## config.mk

```make
export PLATFORM = sky130hd
export DESIGN_NAME = mem_access_ctrl
export DESIGN_NICKNAME = d
export VERILOG_FILES = /design/src/rtl/mem_access_ctrl_pkg.sv /design/src/rtl/mem_byte_lane.sv /design/src/rtl/mem_access_ctrl.sv
export SDC_FILE = /design/constraint.sdc
export NUM_CORES = 1
export LEC_CHECK = 0
export ABC_CLOCK_PERIOD_IN_PS = 2400
export CAP_MARGIN = 20
export CORE_MARGIN = 1
export CORE_UTILIZATION = 43
export CTS_BUF_LIST = sky130_fd_sc_hd__clkbuf_8 sky130_fd_sc_hd__clkbuf_16
export DETAILED_ROUTE_END_ITERATION = 6
export GPL_TIMING_DRIVEN = 0
export MAX_ROUTING_LAYER = met4
export PLACE_DENSITY_LB_ADDON = 0.25
export SKIP_CTS_REPAIR_TIMING = 1
export SYNTH_ARGS = -nofsm -noshare
export SYNTH_HDL_FRONTEND = slang
export SYNTH_HIERARCHICAL = 1
export SYNTH_SLANG_ARGS = --single-unit
```

## constraint.sdc

```tcl
create_clock -name clk -period 2.4 [get_ports clk]
set_input_delay 0.6 -clock clk [delete_from_list [all_inputs] [get_ports clk]]
set_output_delay 0.6 -clock clk [all_outputs]
set_load 0.005 [all_outputs]
```

## src/rtl/mem_access_ctrl_pkg.sv

```systemverilog
// Shared encodings for the MEM-stage data-memory access controller:
// access sizes, FSM states, bus widths and address-error exception codes.
package mem_access_ctrl_pkg;

  localparam int MEM_ADDR_W = 32;
  localparam int MEM_DATA_W = 32;

  localparam logic [1:0] MEM_SIZE_BYTE = 2'b00;
  localparam logic [1:0] MEM_SIZE_HALF = 2'b01;
  localparam logic [1:0] MEM_SIZE_WORD = 2'b10;

  localparam logic [4:0] EXC_ADEL = 5'h04;
  localparam logic [4:0] EXC_ADES = 5'h05;

  typedef enum logic [2:0] {
    ST_IDLE  = 3'd0,
    ST_REQ   = 3'd1,
    ST_WAIT  = 3'd2,
    ST_DONE  = 3'd3,
    ST_DRAIN = 3'd4
  } state_t;

  // The reserved size 2'b11 behaves as a word everywhere.
  function automatic logic is_misaligned(input logic [1:0] size, input logic [1:0] lo);
    case (size)
      MEM_SIZE_BYTE: is_misaligned = 1'b0;
      MEM_SIZE_HALF: is_misaligned = lo[0];
      default:       is_misaligned = (lo != 2'b00);
    endcase
  endfunction

  function automatic logic [1:0] aligned_lo(input logic [1:0] size, input logic [1:0] lo);
    case (size)
      MEM_SIZE_BYTE: aligned_lo = lo;
      MEM_SIZE_HALF: aligned_lo = {lo[1], 1'b0};
      default:       aligned_lo = 2'b00;
    endcase
  endfunction

endpackage

```

## src/rtl/mem_byte_lane.sv

```systemverilog
// Combinational byte-lane helper: byte mask and lane-replicated store data
// from access size, low address bits and right-justified write data.
module mem_byte_lane
  import mem_access_ctrl_pkg::*;
(
  input  logic [1:0]  size,
  input  logic [1:0]  addr_lo,
  input  logic [31:0] wd,
  output logic [3:0]  mask,
  output logic [31:0] wdata
);

  always_comb begin
    mask  = 4'b1111;
    wdata = wd;
    case (size)
      MEM_SIZE_BYTE: begin
        mask  = 4'b0001 << addr_lo;
        wdata = {4{wd[7:0]}};
      end
      MEM_SIZE_HALF: begin
        mask  = addr_lo[1] ? 4'b1100 : 4'b0011;
        wdata = {2{wd[15:0]}};
      end
      default: begin
        mask  = 4'b1111;
        wdata = wd;
      end
    endcase
  end

endmodule

```

## src/rtl/mem_access_ctrl.sv

```systemverilog
// MEM-stage load/store controller driving an SRAM-like req/addr_ok/data_ok bus.
// Define MEM_ADDR_CHECK_EN to raise AdEL/AdES on misaligned accesses instead of aligning them.
module mem_access_ctrl
  import mem_access_ctrl_pkg::*;
#(
  parameter int ADDR_WIDTH = 32,
  parameter int DATA_WIDTH = 32
) (
  input  logic                  clk,
  input  logic                  rst,
  input  logic                  flush,
  input  logic                  stall_next_stage,
  input  logic                  valid_in,
  input  logic                  mem_read_flag_in,
  input  logic                  mem_write_flag_in,
  input  logic [1:0]            mem_size_in,
  input  logic [ADDR_WIDTH-1:0] mem_addr_in,
  input  logic [DATA_WIDTH-1:0] mem_write_data_in,
  output logic                  data_req,
  output logic                  data_wr,
  output logic [1:0]            data_size,
  output logic [ADDR_WIDTH-1:0] data_addr,
  output logic [DATA_WIDTH-1:0] data_wdata,
  output logic [3:0]            data_wstrb,
  input  logic                  data_addr_ok,
  input  logic                  data_data_ok,
  input  logic [DATA_WIDTH-1:0] data_rdata,
  output logic [3:0]            mem_sel_out,
  output logic [DATA_WIDTH-1:0] ram_read_data_out,
  output logic                  stall_request,
  output logic                  addr_error_load,
  output logic                  addr_error_store,
  output logic [ADDR_WIDTH-1:0] bad_vaddr_out
);

  state_t state_reg, state_next;

  logic                  has_op, misaligned, access;
  logic [ADDR_WIDTH-1:0] issue_addr;
  logic [3:0]            lane_mask, lane_wstrb;
  logic [DATA_WIDTH-1:0] lane_wdata;
  logic                  latch, capture, use_latched;

  logic [ADDR_WIDTH-1:0] req_addr_reg;
  logic                  req_wr_reg, req_rd_reg;
  logic [1:0]            req_size_reg;
  logic [DATA_WIDTH-1:0] req_wdata_reg;
  logic [3:0]            req_wstrb_reg, req_mask_reg;
  logic [3:0]            mem_sel_reg;
  logic [DATA_WIDTH-1:0] ram_read_data_reg;

  assign has_op = valid_in & (mem_read_flag_in | mem_write_flag_in);

`ifdef MEM_ADDR_CHECK_EN
  logic addr_err;
  assign misaligned       = is_misaligned(mem_size_in, mem_addr_in[1:0]);
  assign issue_addr       = mem_addr_in;
  assign addr_err         = valid_in & ~flush & misaligned;
  assign addr_error_load  = addr_err & mem_read_flag_in;
  assign addr_error_store = addr_err & mem_write_flag_in;
  assign bad_vaddr_out    = addr_err ? mem_addr_in : '0;
`else
  // Without checking, misaligned addresses are silently rounded down to the access size.
  assign misaligned       = 1'b0;
  assign issue_addr       = {mem_addr_in[ADDR_WIDTH-1:2], aligned_lo(mem_size_in, mem_addr_in[1:0])};
  assign addr_error_load  = 1'b0;
  assign addr_error_store = 1'b0;
  assign bad_vaddr_out    = '0;
`endif

  assign access = has_op & ~flush & ~misaligned;

  mem_byte_lane u_lane (
    .size    (mem_size_in),
    .addr_lo (issue_addr[1:0]),
    .wd      (mem_write_data_in),
    .mask    (lane_mask),
    .wdata   (lane_wdata)
  );

  assign lane_wstrb = mem_write_flag_in ? lane_mask : 4'b0000;

  always_comb begin
    state_next    = state_reg;
    data_req      = 1'b0;
    stall_request = 1'b0;
    latch         = 1'b0;
    capture       = 1'b0;
    use_latched   = 1'b1;
    case (state_reg)
      ST_IDLE: begin
        use_latched   = 1'b0;
        data_req      = access;
        stall_request = access;
        latch         = access;
        if (access) state_next = data_addr_ok ? ST_WAIT : ST_REQ;
      end
      ST_REQ: begin
        // A flush withdraws the request before the bus can accept it.
        if (flush) begin
          state_next = ST_IDLE;
        end else begin
          data_req      = 1'b1;
          stall_request = 1'b1;
          if (data_addr_ok) state_next = ST_WAIT;
        end
      end
      ST_WAIT: begin
        stall_request = 1'b1;
        if (data_data_ok) begin
          capture       = 1'b1;
          stall_request = 1'b0;
          state_next    = stall_next_stage ? ST_DONE : ST_IDLE;
        end else if (flush) begin
          state_next = ST_DRAIN;
        end
      end
      ST_DONE: begin
        if (!stall_next_stage) state_next = ST_IDLE;
      end
      ST_DRAIN: begin
        stall_request = has_op;
        if (data_data_ok) state_next = ST_IDLE;
      end
      default: state_next = ST_IDLE;
    endcase
  end

  assign data_wr    = use_latched ? req_wr_reg    : mem_write_flag_in;
  assign data_size  = use_latched ? req_size_reg  : mem_size_in;
  assign data_addr  = use_latched ? req_addr_reg  : issue_addr;
  assign data_wdata = use_latched ? req_wdata_reg : lane_wdata;
  assign data_wstrb = use_latched ? req_wstrb_reg : lane_wstrb;

  always_ff @(posedge clk) begin
    if (rst) begin
      state_reg         <= ST_IDLE;
      req_addr_reg      <= '0;
      req_wr_reg        <= 1'b0;
      req_rd_reg        <= 1'b0;
      req_size_reg      <= '0;
      req_wdata_reg     <= '0;
      req_wstrb_reg     <= '0;
      req_mask_reg      <= '0;
      mem_sel_reg       <= '0;
      ram_read_data_reg <= '0;
    end else begin
      state_reg <= state_next;
      if (latch) begin
        req_addr_reg  <= issue_addr;
        req_wr_reg    <= mem_write_flag_in;
        req_rd_reg    <= mem_read_flag_in;
        req_size_reg  <= mem_size_in;
        req_wdata_reg <= lane_wdata;
        req_wstrb_reg <= lane_wstrb;
        req_mask_reg  <= lane_mask;
      end
      if (capture) begin
        mem_sel_reg <= req_mask_reg;
        if (req_rd_reg) ram_read_data_reg <= data_rdata;
      end
    end
  end

  assign mem_sel_out       = mem_sel_reg;
  assign ram_read_data_out = ram_read_data_reg;

endmodule

```

### After elaboration in Yosys (flattened, before gate mapping)

Cells that the tools add are included.

* flip-flop bits (word level): 115
* input port bits: 107
* output and inout port bits: 143
* logic and storage cells: 56

* equality and inequality tests: 10
* shifts and indexed selects: 1
* multiplexer cells: 27
* bitwise logic cells: 4
* reductions and logical operators: 4

Operator list (number)
* $mux W32: 2
* $pmux W32 S2: 1
* $mux W3: 7
* $pmux W3 S5: 1
* $mux W4: 3
* $pmux W4 S2: 1
* $eq A3 B2 Y1 const B: 2
* $mux W1: 6
* $mux W2: 3
* $ne A2 B2 Y1 const B: 3
* $ne A3 B3 Y1 const B: 2
* $reduce_and A5 Y1: 1
* $pmux W1 S4: 1
* $pmux W2 S2: 1
* $shl A1 B2 Y4 const A: 1
* $eq A3 B1 Y1 const B: 1
* $eq A3 B3 Y1 const B: 1
* $logic_not A3 Y1: 1
* $and A1 B1 Y1: 2
* $eq A2 B1 Y1 const B: 1
* $logic_not A2 Y1: 1
* $pmux W1 S2: 1
* $reduce_and A2 Y1: 1
* $not A1 Y1: 1
* $or A1 B1 Y1: 1

### Logic depth before layout (Yosys ltp)

Gate-level depths: netlist (run 1).

* depth in word-level cells: 6
* gate-level depth with buffers: 8
* mapped depth without buffers: 5

### Cells and area by module

Netlist (run 1), hierarchy kept.

Modules (own cells, without submodules)
* mem_access_ctrl: times used 1, cells an instance 788, area an instance 5276.3 um^2, sequential area each 2302.2 um^2
* mem_byte_lane: times used 1, cells an instance 60, area an instance 524.3 um^2, sequential area each 0.0 um^2

### Least setup slack after synthesis (run 1)

OpenSTA, ideal clock, no wires.

* kind: input-to-output
* from: input mem_size_in[1]
* to: output data_wstrb[0]
* arrival time: 1354 ps
* required time: 1800 ps
* setup slack: 446 ps
* cell stages on the path: 5
* buffers on the path: 0
* path through: nor3b_1 nor2b_1 o21bai_1 nand3_1 nand2_1

* longest elaborated chain between the ends: 6
* elaborated cells on any way between the ends: 8
* classes of those cells: 1 x eq/ne; 1 x shift; 5 x mux; 1 x reduce/logical

Ends and longest elaborated chain
* start: declaration: line mem_access_ctrl.sv:16 `input logic [1:0] mem_size_in,`
* $eq A2 B1 Y1 / $logic_not A2 Y1 (equally long branches): line mem_access_ctrl_pkg.sv:33, mem_byte_lane.sv:16
* $pmux W2 S2: line mem_access_ctrl_pkg.sv:33 `case (size)`
* $mux W4 / $shl A1 B2 Y4 (equally long branches): line mem_byte_lane.sv:22, mem_byte_lane.sv:18
* $pmux W4 S2 *: line mem_byte_lane.sv:16 `case (size)`
* net lane_mask[0]: line mem_access_ctrl.sv:40 `logic [3:0] lane_mask, lane_wstrb;`
* $mux W4 *: line mem_access_ctrl.sv:81 `assign lane_wstrb = mem_write_flag_in ? lane_mask : 4'b0000;`
* $mux W4 *: line mem_access_ctrl.sv:133 `assign data_wstrb = use_latched ? req_wstrb_reg : lane_wstrb;`
* end: declaration: line mem_access_ctrl.sv:24 `output logic [3:0] data_wstrb,`

Mark *: on every way through the listed nets, which the timed path passes. The rest lies on a longest branch.

### Final worst setup path (run 1)

* from: register state_reg[1]
* to: output data_wdata[15]

* longest elaborated chain between the ends: 2

Ends and longest elaborated chain
* start: declaration: line mem_access_ctrl.sv:36 `state_t state_reg, state_next;`
* start signal: assignment: line mem_access_ctrl.sv:148 `state_reg <= state_next;`
* $logic_not A3 Y1: line mem_access_ctrl.sv:90 `case (state_reg)`
* $mux W32: line mem_access_ctrl.sv:132 `assign data_wdata = use_latched ? req_wdata_reg : lane_wdata;`
* end: declaration: line mem_access_ctrl.sv:23 `output logic [DATA_WIDTH-1:0] data_wdata,`

Every way passes these cells.

==> results of run 1 <==
## critical path, cell delays in order (launching register included)
cell and delay [ps]:
dfxtp_4 360, or3_4 400, buf_4 150, buf_6 130, buf_8 140, nand2_2 80
nand2_2 60, dlymetal6s2s_1 150
## final cells by class
type	count	area, um2	area share
inverters	2	7.51	0.000803
well taps	176	220	0.0235
repair buffers	237	2310	0.247
clock buffers	17	425	0.0455
clock inverters	15	253	0.0270
multi-input cells	663	3100	0.331
flip-flops and latches	115	2310	0.247
plain buffers	100	729	0.0780
## routing by layer
layer  up-vias  part of all wire  routed length, um
met5         -                 0                  0
met4         0             0.011                204
met3        20             0.068               1260
met2       244              0.50               9220
met1      2877              0.43               7930
li1       3215                 -                  -
## stage by stage
| step | total power [mW] | instances | cell area (um2) |
|---|---|---|---|
| CTS | 6.05 | 1303 | 8960 |
| finish | 6.07 | 1325 | 9350 |
| detailed placement | 3.14 | 1271 | 8290 |
| global route | 6.30 | 1325 | 9350 |
| floorplan | 2.54 | 881 | 5920 |
| global placement | 3.13 | 1271 | 8290 |
## cells by family (layout without fill, tap and decap cells)
kind of cell	after synthesis	after routing	synth area share
compound gates	134	134	0.126
buf+inv	103	371	0.107
other cells	1	34	0.000646
simple gates	466	466	0.315
mux	29	29	0.0535
flops	115	115	0.397
## power groups by stage
stage | registers [mW] | clock network, mW | logic (mW)
3_5_place_dp | 2.05 | 0 | 1.09
6_report | 2.01 | 2.92 | 1.14
3_3_place_gp | 2.05 | 0 | 1.09
2_1_floorplan | 2.04 | 0 | 0.503
4_1_cts | 2.01 | 2.94 | 1.10
5_1_grt | 2.01 | 3.04 | 1.24
## cell usage in the layout (no fill, tap or decap), drive strengths merged, types with 7 or more instances in the layout
master         count
a21oi            111
o21ai             12
clkbuf            80
conb              34
dlymetal6s2s      50
dfxtp            115
mux2              16
buf               93
inv                7
nor2               9
nand3              9
mux2i             13
clkdlybuf4s50    131
nand2            431
## how the worst max path moves through the flow
stage	slack, ps	to	startpoint
detailed placement	-950	data_wstrb[3]	mem_size_in[1]
floorplan	450	data_wstrb[0]	mem_size_in[1]
global placement	-960	data_wstrb[3]	mem_size_in[1]
finish	-80	data_wdata[15]	state_reg[1]$_SDFFE_PP0P_
CTS	-1050	data_wstrb[0]	state_reg[2]$_SDFFE_PP0P_
global route	-120	data_wdata[31]	state_reg[1]$_SDFFE_PP0P_
==> impl_results.md, run 1 <==
* Row count at 42
* Worst Hold Launch: ram_read_data_out[6]$_SDFFE_PP0P_
* Critical path capture point type: output pin
* Failing checks: negative setup slack
* Fraction of power spent switching nets at 0.254
* Register area share after synthesis at 0.397
* Crit path launch type: register
* Worst EP arrival at between 1500 and 2000 ps
* Total Negative Setup Slacks at -1460 ps
* Per-instance average area after synthesis at between 6 and 7 um2
* Crit path setup slack, layout at -76.7 ps
* Maximum clock frequency at approximately 0.40 GHz
* Post-route minimum period at 2480 ps
* Boundary pin count at 250
* Die area at 14000 um2
* CTS tree: yes
* Pint at 4.53 mW
* Total global routing overflow at 0
* RSZ-0062 raised after global routing: yes
* Worst setup path class: register to output pin
* Wire length per cell at 14.0 um
* Cell taking the most area after synthesis: dfxtp_1
* Setup violators final at 41
* Logic pwr share at 0.188
* Dpl hpwl at 12500 um
* Leading post-synthesis cells by cell area: dfxtp_1, nand2_1, a21oi_1, buf_4, mux2_2
* Cell Pwr Density at 649 nW/um2
* Worst flop-to-flop path startpoint: state_reg[1]$_SDFFE_PP0P_
* Max FO, Critical Path at 10
* Antenna Cells at 0
* # DRC at 0
* Max-Slew Margin vs Limit at 0.638
* Worst vdd rail ir drop at 0.567 mV
* Post-synth EDFFs at 0
* Period utilization at 1.03
* MaxCap Viol Count at 0
* Number of design-rule violations left by the first detailed-router iteration at 421
* Total CTS buffers at 17
* Worst reg2reg setup slack at 90 ps
* First-pass GRT wire length at 27900 um
* Number of standard cells after synthesis at 848
* GR Layer Usage met1 at 0.315
* Reg-to-reg critical path endpoint: req_wdata_reg[5]$_SDFFE_PP0P_
* Worst reg-to-reg path cell count at 11
* Final Util at 0.709
* Die boundary height at between 100 and 150 um
* Total global-route track usage at 0.261
* Fraction of layout cells with a size suffix above 1 at 0.185
* Seq cells post-synth at 115
* Netlist Area Pre-Place at 5800 um2
* Maximum number of pins on one net before global-route repair at 17
* Most frequent cell after synthesis: nand2_1
* Initial core utilization at 0.440
* Via count of the first global-routing pass at 5691
* Remaining antenna violation count after routing at 0
* CTS clock-pin slew for the worst setup and hold paths at 60 ps
* Antenna violations before repair at 0
* Main synth FF type: dfxtp_1
* Hold depth at 2
* Worst Path Required at 1800 ps
* Per-cell via count in the routed design at 4.80
* Clock share of power at 0.481
* Transition time at the pin with the least slew margin at 542 ps
* Met3 track demand over resource at 0.0709
* Post-Route WL at 18600 um
* Weighted congestion reported at the end of routability-driven placement at 0.888
* Psw at 1.54 mW
* Total of buffers placed on input and output ports at 214
* Share of Yosys cell area claimed by the top area cell type at 0.397
* Met2 capacity usage during global routing at 0.425
* Synth top cells by count: nand2_1, dfxtp_1, a21oi_1
* Horizontal extent of the die at 118 um
* Seq pwr share at 0.331
* Filler cells at between 1000 and 1500
* TritonCTS Sinks at 115
* Number of buffers on the longest clock path at 2
* Synthesis-to-finish area growth at 61.2%
* Async set-reset flop share out of synthesis at 0
* Count of cell types in the netlist at 35
* Final Hold Violating Endpoints at 0
* Fin. max-slew vios at 0
* Result of the run: complete, but fails checks
* P_leak at roughly 4.4 nW
* Type of the most critical hold path: register to register
* Worst setup slack before clock tree synthesis at -952 ps
* Root buf cell: clkbuf_16
* Number of nets in the finished design at roughly 1200
* End point of the most critical hold path: ram_read_data_out[6]$_SDFFE_PP0P_
* Number of H-tree levels at 4
* Fin Clk Skew at 8.49 ps
* Number of warnings issued by yosys at 6
* Core area at about 13000 um2
* Worst Hold Margin at 451 ps
* Most utilized layer in the global route result: met2
* Total number of vias at 6356
* Clock Latency Late Sink at between 400 and 500 ps
* Number of optimization iterations in the first detailed-route pass at 5
No activity file was read; power rests on OpenSTA's default activity.
==> run 2, diff against run 1 <==
Settings changed: CTS_BUF_LIST sky130_fd_sc_hd__clkbuf_8 sky130_fd_sc_hd__clkbuf_16 to not set, REMOVE_ABC_BUFFERS set to 1, SKIP_LAST_GASP set to 1.
==> impl_results.md, run 2 (synthesis gave the netlist of run 1 again) <==
* Synthesis-to-finish area growth at 61.4% (was 61.2%)
* Weighted congestion reported at the end of routability-driven placement at 0.780 (was 0.888)
* Worst vdd rail ir drop at 0.436 mV (was 0.567 mV)
* Filler cells at 1065 (was 1077)
* Antenna Cells at 0 (unchanged)
* CTS clock-pin slew for the worst setup and hold paths at 60 ps (about the same)
* Total global routing overflow at 0 (unchanged)
* Worst Path Required at 1800 ps (about the same)
* Most utilized layer in the global route result: met2 (unchanged)
* Horizontal extent of the die at 118 um (unchanged)
* Total global-route track usage at 0.237 (was 0.261)
* Setup violators final at 43 (was 41)
* Die boundary height at 118 um (unchanged)
* Met2 capacity usage during global routing at 0.371 (was 0.425)
* Core area at 13200 um2 (unchanged)
* Root buf cell: clkbuf_16 (unchanged)
* Clock Latency Late Sink at 410 ps (was 420 ps)
* Via count of the first global-routing pass at 5388 (was 5691)
* Crit path setup slack, layout at -257 ps (was -76.7 ps)
* Maximum clock frequency at 0.376 GHz (was 0.404 GHz)
* Per-cell via count in the routed design at 4.89 (was 4.80)
* Initial core utilization at 0.440 (unchanged)
* RSZ-0062 raised after global routing: yes (unchanged)
* Post-Route WL at 18500 um (was 18600 um)
* GR Layer Usage met1 at 0.296 (was 0.315)
* Most common cell type on the critical path: buf_4 (was nand2_2)
* Boundary pin count at 250 (unchanged)
* Max FO, Critical Path at 11 (was 10)
* Cell Pwr Density at 632 nW/um2 (was 649 nW/um2)
* First-pass GRT wire length at 26100 um (was 27900 um)
* Number of buffers on the longest clock path at 2 (unchanged)
* Remaining antenna violation count after routing at 0 (unchanged)
* Critical path capture point type: output pin (unchanged)
* Post-route minimum period at 2660 ps (was 2480 ps)
* Transition time at the pin with the least slew margin at 595 ps (was 542 ps)
* CTS tree: yes (unchanged)
* Die area at 14000 um2 (unchanged)
* Failing checks: negative setup slack (unchanged)
* Max-Slew Margin vs Limit at 0.603 (was 0.638)
* Fin. max-slew vios at 0 (unchanged)
* Fin Clk Skew at 7.83 ps (was 8.49 ps)
* Crit path buffers/inverters at 7 (was 4)
* # DRC at 0 (unchanged)
* CP max stage delay at 370 ps (was 400 ps)
* Total number of vias at 6188 (was 6356)
* Worst path top cell family by delay: buffers and inverters (unchanged)
* P_leak at 4.43 nW (was 4.44 nW)
* Period utilization at 1.11 (was 1.03)
* Antenna violations before repair at 0 (unchanged)
* Power, Total at 5.92 mW (was 6.07 mW)
* Maximum number of pins on one net before global-route repair at 66 (was 17)
* Row count at 42 (unchanged)
* Dpl hpwl at 10400 um (was 12500 um)
* MaxCap Viol Count at 0 (unchanged)
* Critical path cell sequence: nor3_4, buf_6, clkbuf_16, buf_4, buf_16, buf_4, buf_4, nand2_1, nand2_1, dlymetal6s2s_1 (was or3_4, buf_4, buf_6, buf_8, nand2_2, nand2_2, dlymetal6s2s_1)
* Result of the run: complete, but fails checks (unchanged)
* FF/Latch Area at 2310 um2 (about the same)
* Final Hold Violating Endpoints at 0 (unchanged)
* Number of design-rule violations left by the first detailed-router iteration at 417 (was 421)
* Fraction of layout cells with a size suffix above 1 at 0.131 (was 0.185)
* Number of optimization iterations in the first detailed-route pass at 4 (was 5)
* Multi-input gate area in the final layout at 3130 um2 (was 3100 um2)
* Most common cell after layout, fill and taps aside: nand2_1 (unchanged)
* Number of nets in the finished design at 1184 (was 1243)
* Wire length per cell at 14.6 um (was 14.0 um)
* Worst EP arrival at 2060 ps (was 1880 ps)
* Worst setup path class: register to output pin (unchanged)
* TritonCTS Sinks at 115 (unchanged)
* Met3 track demand over resource at 0.0560 (was 0.0709)
* Highest-count cells in the layout ignoring fill and taps: nand2_1, clkdlybuf4s50_1, dfxtp_1 (unchanged)
* Crit path launch type: register (unchanged)
* Final Util at 0.710 (was 0.709)
* Type of the most critical hold path: register to register (unchanged)
* Number of H-tree levels at 4 (unchanged)
* Total of buffers placed on input and output ports at 215 (was 214)
* Standard cell with the maximum stage delay on the critical path: dfxtp_4 (was or3_4)
* Total CTS buffers at 17 (unchanged)
-- run 2: final cells by class --
| cell class | instances | share of cell area |
|---|---|---|
| well taps | 176 | 0.0235 |
| multi-input cells | 665 | 0.334 |
| flip-flops and latches | 115 | 0.247 |
| clock inverters | 10 | 0.0163 |
| inverters | 2 | 0.000802 |
| repair buffers | 276 | 0.326 |
| clock buffers | 22 | 0.0517 |
-- run 2: routing by layer --
metal  wire length (um)  part of all wire
met5                  0                 0
met1               8050              0.43
met2               8980              0.48
met4                322             0.017
met3               1180             0.063
-- run 2: path summary, 6_finish.rpt --
path                                   from                        endpoint  slack, ps  cells past startpoint
max               state_reg[2]$_SDFFE_PP0P_                   data_wdata[9]       -260                     10
min          req_wdata_reg[26]$_SDFFE_PP0P_  req_wdata_reg[26]$_SDFFE_PP0P_        450                      2
max reg2reg       state_reg[0]$_SDFFE_PP0P_   req_wdata_reg[9]$_SDFFE_PP0P_        200                      8
min reg2reg  req_wdata_reg[26]$_SDFFE_PP0P_  req_wdata_reg[26]$_SDFFE_PP0P_        450                      2
-- run 2: power breakdown --
group          switching (mW)  total [mW]  leakage, nW  internal [mW]
Combinational           0.534        1.19         3.18          0.656
Sequential             0.0381        2.01        0.935           1.97
Clock                   0.878        2.72        0.316           1.84
Total                    1.45        5.92         4.43           4.47
-- run 2: stage by stage --
step | cell area, um2 | worst slack (ps) | cells | setup TNS, ps | hold slack (ps)
final | 9360 | -257 | 1266 | -5810 | 452
after global routing | 9360 | -327 | 1266 | -8320 | 471
after CTS | 8560 | -1390 | 1213 | -81090 | 453
after detailed placement | 7920 | -1370 | 1181 | -97150 | 446
after global placement | 7680 | -6270 | 1171 | -764240 | 442
after floorplan | 5310 | -2660 | 780 | -269760 | 430
-- run 2: worst reg2reg max path, cell delays in order (launching register included) --
cell and delay, ps:
dfxtp_4 370, buf_4 180, or3_4 430, buf_4 180, nor3_4 370, buf_16 220
buf_16 180, nand2_1 80, a21oi_1 130
==> run 3, diff against run 2 <==
Settings changed: ABC_CLOCK_PERIOD_IN_PS 2400 to 2200, CORE_UTILIZATION 43 to 39.
Clock period 2.4 ns to 2.2 ns, I/O delays scaled along.
==> impl_results.md, run 3 (synthesis gave the netlist of run 1 again) <==
* Via count of the first global-routing pass at 4950 (was 5388)
* Number of nets in the finished design at 1216 (was 1184)
* Worst EP arrival at 1920 ps (was 2060 ps)
* Final Util at 0.651 (was 0.710)
* Clock Latency Late Sink at 410 ps (about the same)
* Per-cell via count in the routed design at 4.94 (was 4.89)
* Total global-route track usage at 0.212 (was 0.237)
* Total of buffers placed on input and output ports at 215 (unchanged)
* First-pass GRT wire length at 24600 um (was 26100 um)
* Result of the run: complete, but fails checks (unchanged)
* Cell Pwr Density at 655 nW/um2 (was 632 nW/um2)
* Post-route minimum period at 2470 ps
* Number of design-rule violations left by the first detailed-router iteration at 453 (was 417)
* Max FO, Critical Path at 10 (was 11)
* Core area at 14500 um2 (was 13200 um2)
* Number of optimization iterations in the first detailed-route pass at 5 (was 4)
* Period utilization at 1.12
* # DRC at 0 (unchanged)
* Worst Hold Margin at 451 ps (was 452 ps)
* P_leak at 4.23 nW (was 4.43 nW)
* Type of the most critical hold path: register to register (unchanged)
* Die boundary height at 124 um (was 118 um)
* Critical path capture point type: output pin (unchanged)
* Critical path cell sequence: buf_4, or3_4, buf_4, buf_4, nand2_1, nand2_1, dlymetal6s2s_1 (was nor3_4, buf_6, clkbuf_16, buf_4, buf_16, buf_4, buf_4, nand2_1, nand2_1, dlymetal6s2s_1)
* Fin. max-slew vios at 0 (unchanged)
* Row count at 44 (was 42)
* Antenna violations before repair at 0 (unchanged)
* CTS tree: yes (unchanged)
* Crit path setup slack, layout at -272 ps (was -257 ps)
* Crit path buffers/inverters at 4 (was 7)
* Remaining antenna violation count after routing at 0 (unchanged)
* Fin Clk Skew at 7.15 ps (was 7.83 ps)
* Multi-input gate area in the final layout at 3350 um2 (was 3130 um2)
* Number of buffers on the longest clock path at 2 (unchanged)
* CTS clock-pin slew for the worst setup and hold paths at 50 ps (was 60 ps)
* Number of placed instances with taps included at 1189 (was 1181)
* Maximum clock frequency at 0.404 GHz
* Wire length per cell at 15.8 um (was 14.6 um)
* TritonCTS Sinks at 115 (unchanged)
* Filler cells at 1282 (was 1065)
* Crit path launch type: register (unchanged)
* Total global routing overflow at 0 (unchanged)
* Setup violators final at 73 (was 43)
* Number of standard cells in the final layout excluding fillers at 1305 (was 1266)
* Standard cell with the maximum stage delay on the critical path: or3_4 (was dfxtp_4)
* Transition time at the pin with the least slew margin at 655 ps (was 595 ps)
* FF/Latch Area at 2310 um2 (unchanged)
* Boundary pin count at 250 (unchanged)
* Max-Slew Margin vs Limit at 0.563 (was 0.603)
* Final Hold Violating Endpoints at 0 (unchanged)
* Failing checks: negative setup slack (unchanged)
* Dpl hpwl at 11000 um (was 10400 um)
* MaxCap Viol Count at 0 (unchanged)
* RSZ-0062 raised after global routing: yes (unchanged)
* Die area at 15400 um2 (was 14000 um2)
* Post-Route WL at 20700 um (was 18500 um)
* Worst Path Required at 1650 ps (was 1800 ps)
* Synthesis-to-finish area growth at 63.2% (was 61.4%)
* Most common cell after layout, fill and taps aside: nand2_1 (unchanged)
* Total number of vias at 6446 (was 6188)
* Highest-count cells in the layout ignoring fill and taps: nand2_1, clkdlybuf4s50_1, dfxtp_1 (unchanged)
* Most common cell type on the critical path: buf_4 (unchanged)
* Worst setup slack before clock tree synthesis at -1520 ps (was -1370 ps)
* Worst vdd rail ir drop at 0.479 mV (was 0.436 mV)
* Horizontal extent of the die at 124 um (was 118 um)
* CP max stage delay at 390 ps (was 370 ps)
* Fraction of layout cells with a size suffix above 1 at 0.234 (was 0.131)
* Worst setup path class: register to output pin (unchanged)
* Worst path top cell family by delay: buffers and inverters (unchanged)
* Number of H-tree levels at 4 (unchanged)
* Maximum number of pins on one net before global-route repair at 73 (was 66)
* Total CTS buffers at 17 (unchanged)
* Weighted congestion reported at the end of routability-driven placement at 0.756 (was 0.780)
* Root buf cell: clkbuf_16 (unchanged)
* Antenna Cells at 0 (unchanged)
* Initial core utilization at 0.399 (was 0.440)
## run 3: stage by stage
stage | power (mW) | instance area (um2) | TNS, ps
global route | 6.46 | 9460 | -19330
finish | 6.20 | 9460 | -13730
detailed placement | 3.38 | 7950 | -140170
CTS | 5.95 | 8500 | -127190
global placement | 3.32 | 7690 | -812860
floorplan | 2.64 | 5310 | -300810
## run 3: final timing paths
kind | start | endpoint | slack (ps) | cells past startpoint
max | state_reg[1]$_SDFFE_PP0P_ | data_addr[18] | -270 | 7
min | ram_read_data_out[6]$_SDFFE_PP0P_ | ram_read_data_out[6]$_SDFFE_PP0P_ | 450 | 2
max reg2reg | state_reg[1]$_SDFFE_PP0P_ | req_wdata_reg[15]$_SDFFE_PP0P_ | 60 | 9
min reg2reg | ram_read_data_out[6]$_SDFFE_PP0P_ | ram_read_data_out[6]$_SDFFE_PP0P_ | 450 | 2
## run 3: area by class of cell
| class | instances | area share |
|---|---|---|
| Tap cell | 184 | 0.0243 |
| Clock inverter | 5 | 0.00529 |
| Multi-Input combinational cell | 673 | 0.354 |
| Inverter | 2 | 0.000793 |
| Sequential cell | 115 | 0.244 |
| Clock buffer | 26 | 0.0527 |
| Timing Repair Buffer | 300 | 0.319 |
## run 3: metal layers
metal  track usage  up-vias  routed length, um
met3        0.0504       26               1220
li1              -     3180                  -
met2         0.334      225              10000
met4        0.0856        0                393
met1         0.260     3015               9040
met5             -        -                  0
## run 3: where the power goes
group	switching [mW]	leakage [nW]	total, mW	internal (mW)
clock	0.916	0.274	2.57	1.66
sequential	0.0403	0.935	2.20	2.16
combinational	0.676	3.02	1.43	0.753
## run 3: worst register-to-register path, stage by stage (launching register included)
cell,delay (ps)
dfxtp_4,370
buf_4,190
or3_4,400
buf_4,180
nor3_4,250
clkbuf_16,190
buf_4,110
buf_4,160
nand2_1,70
a21oi_1,150
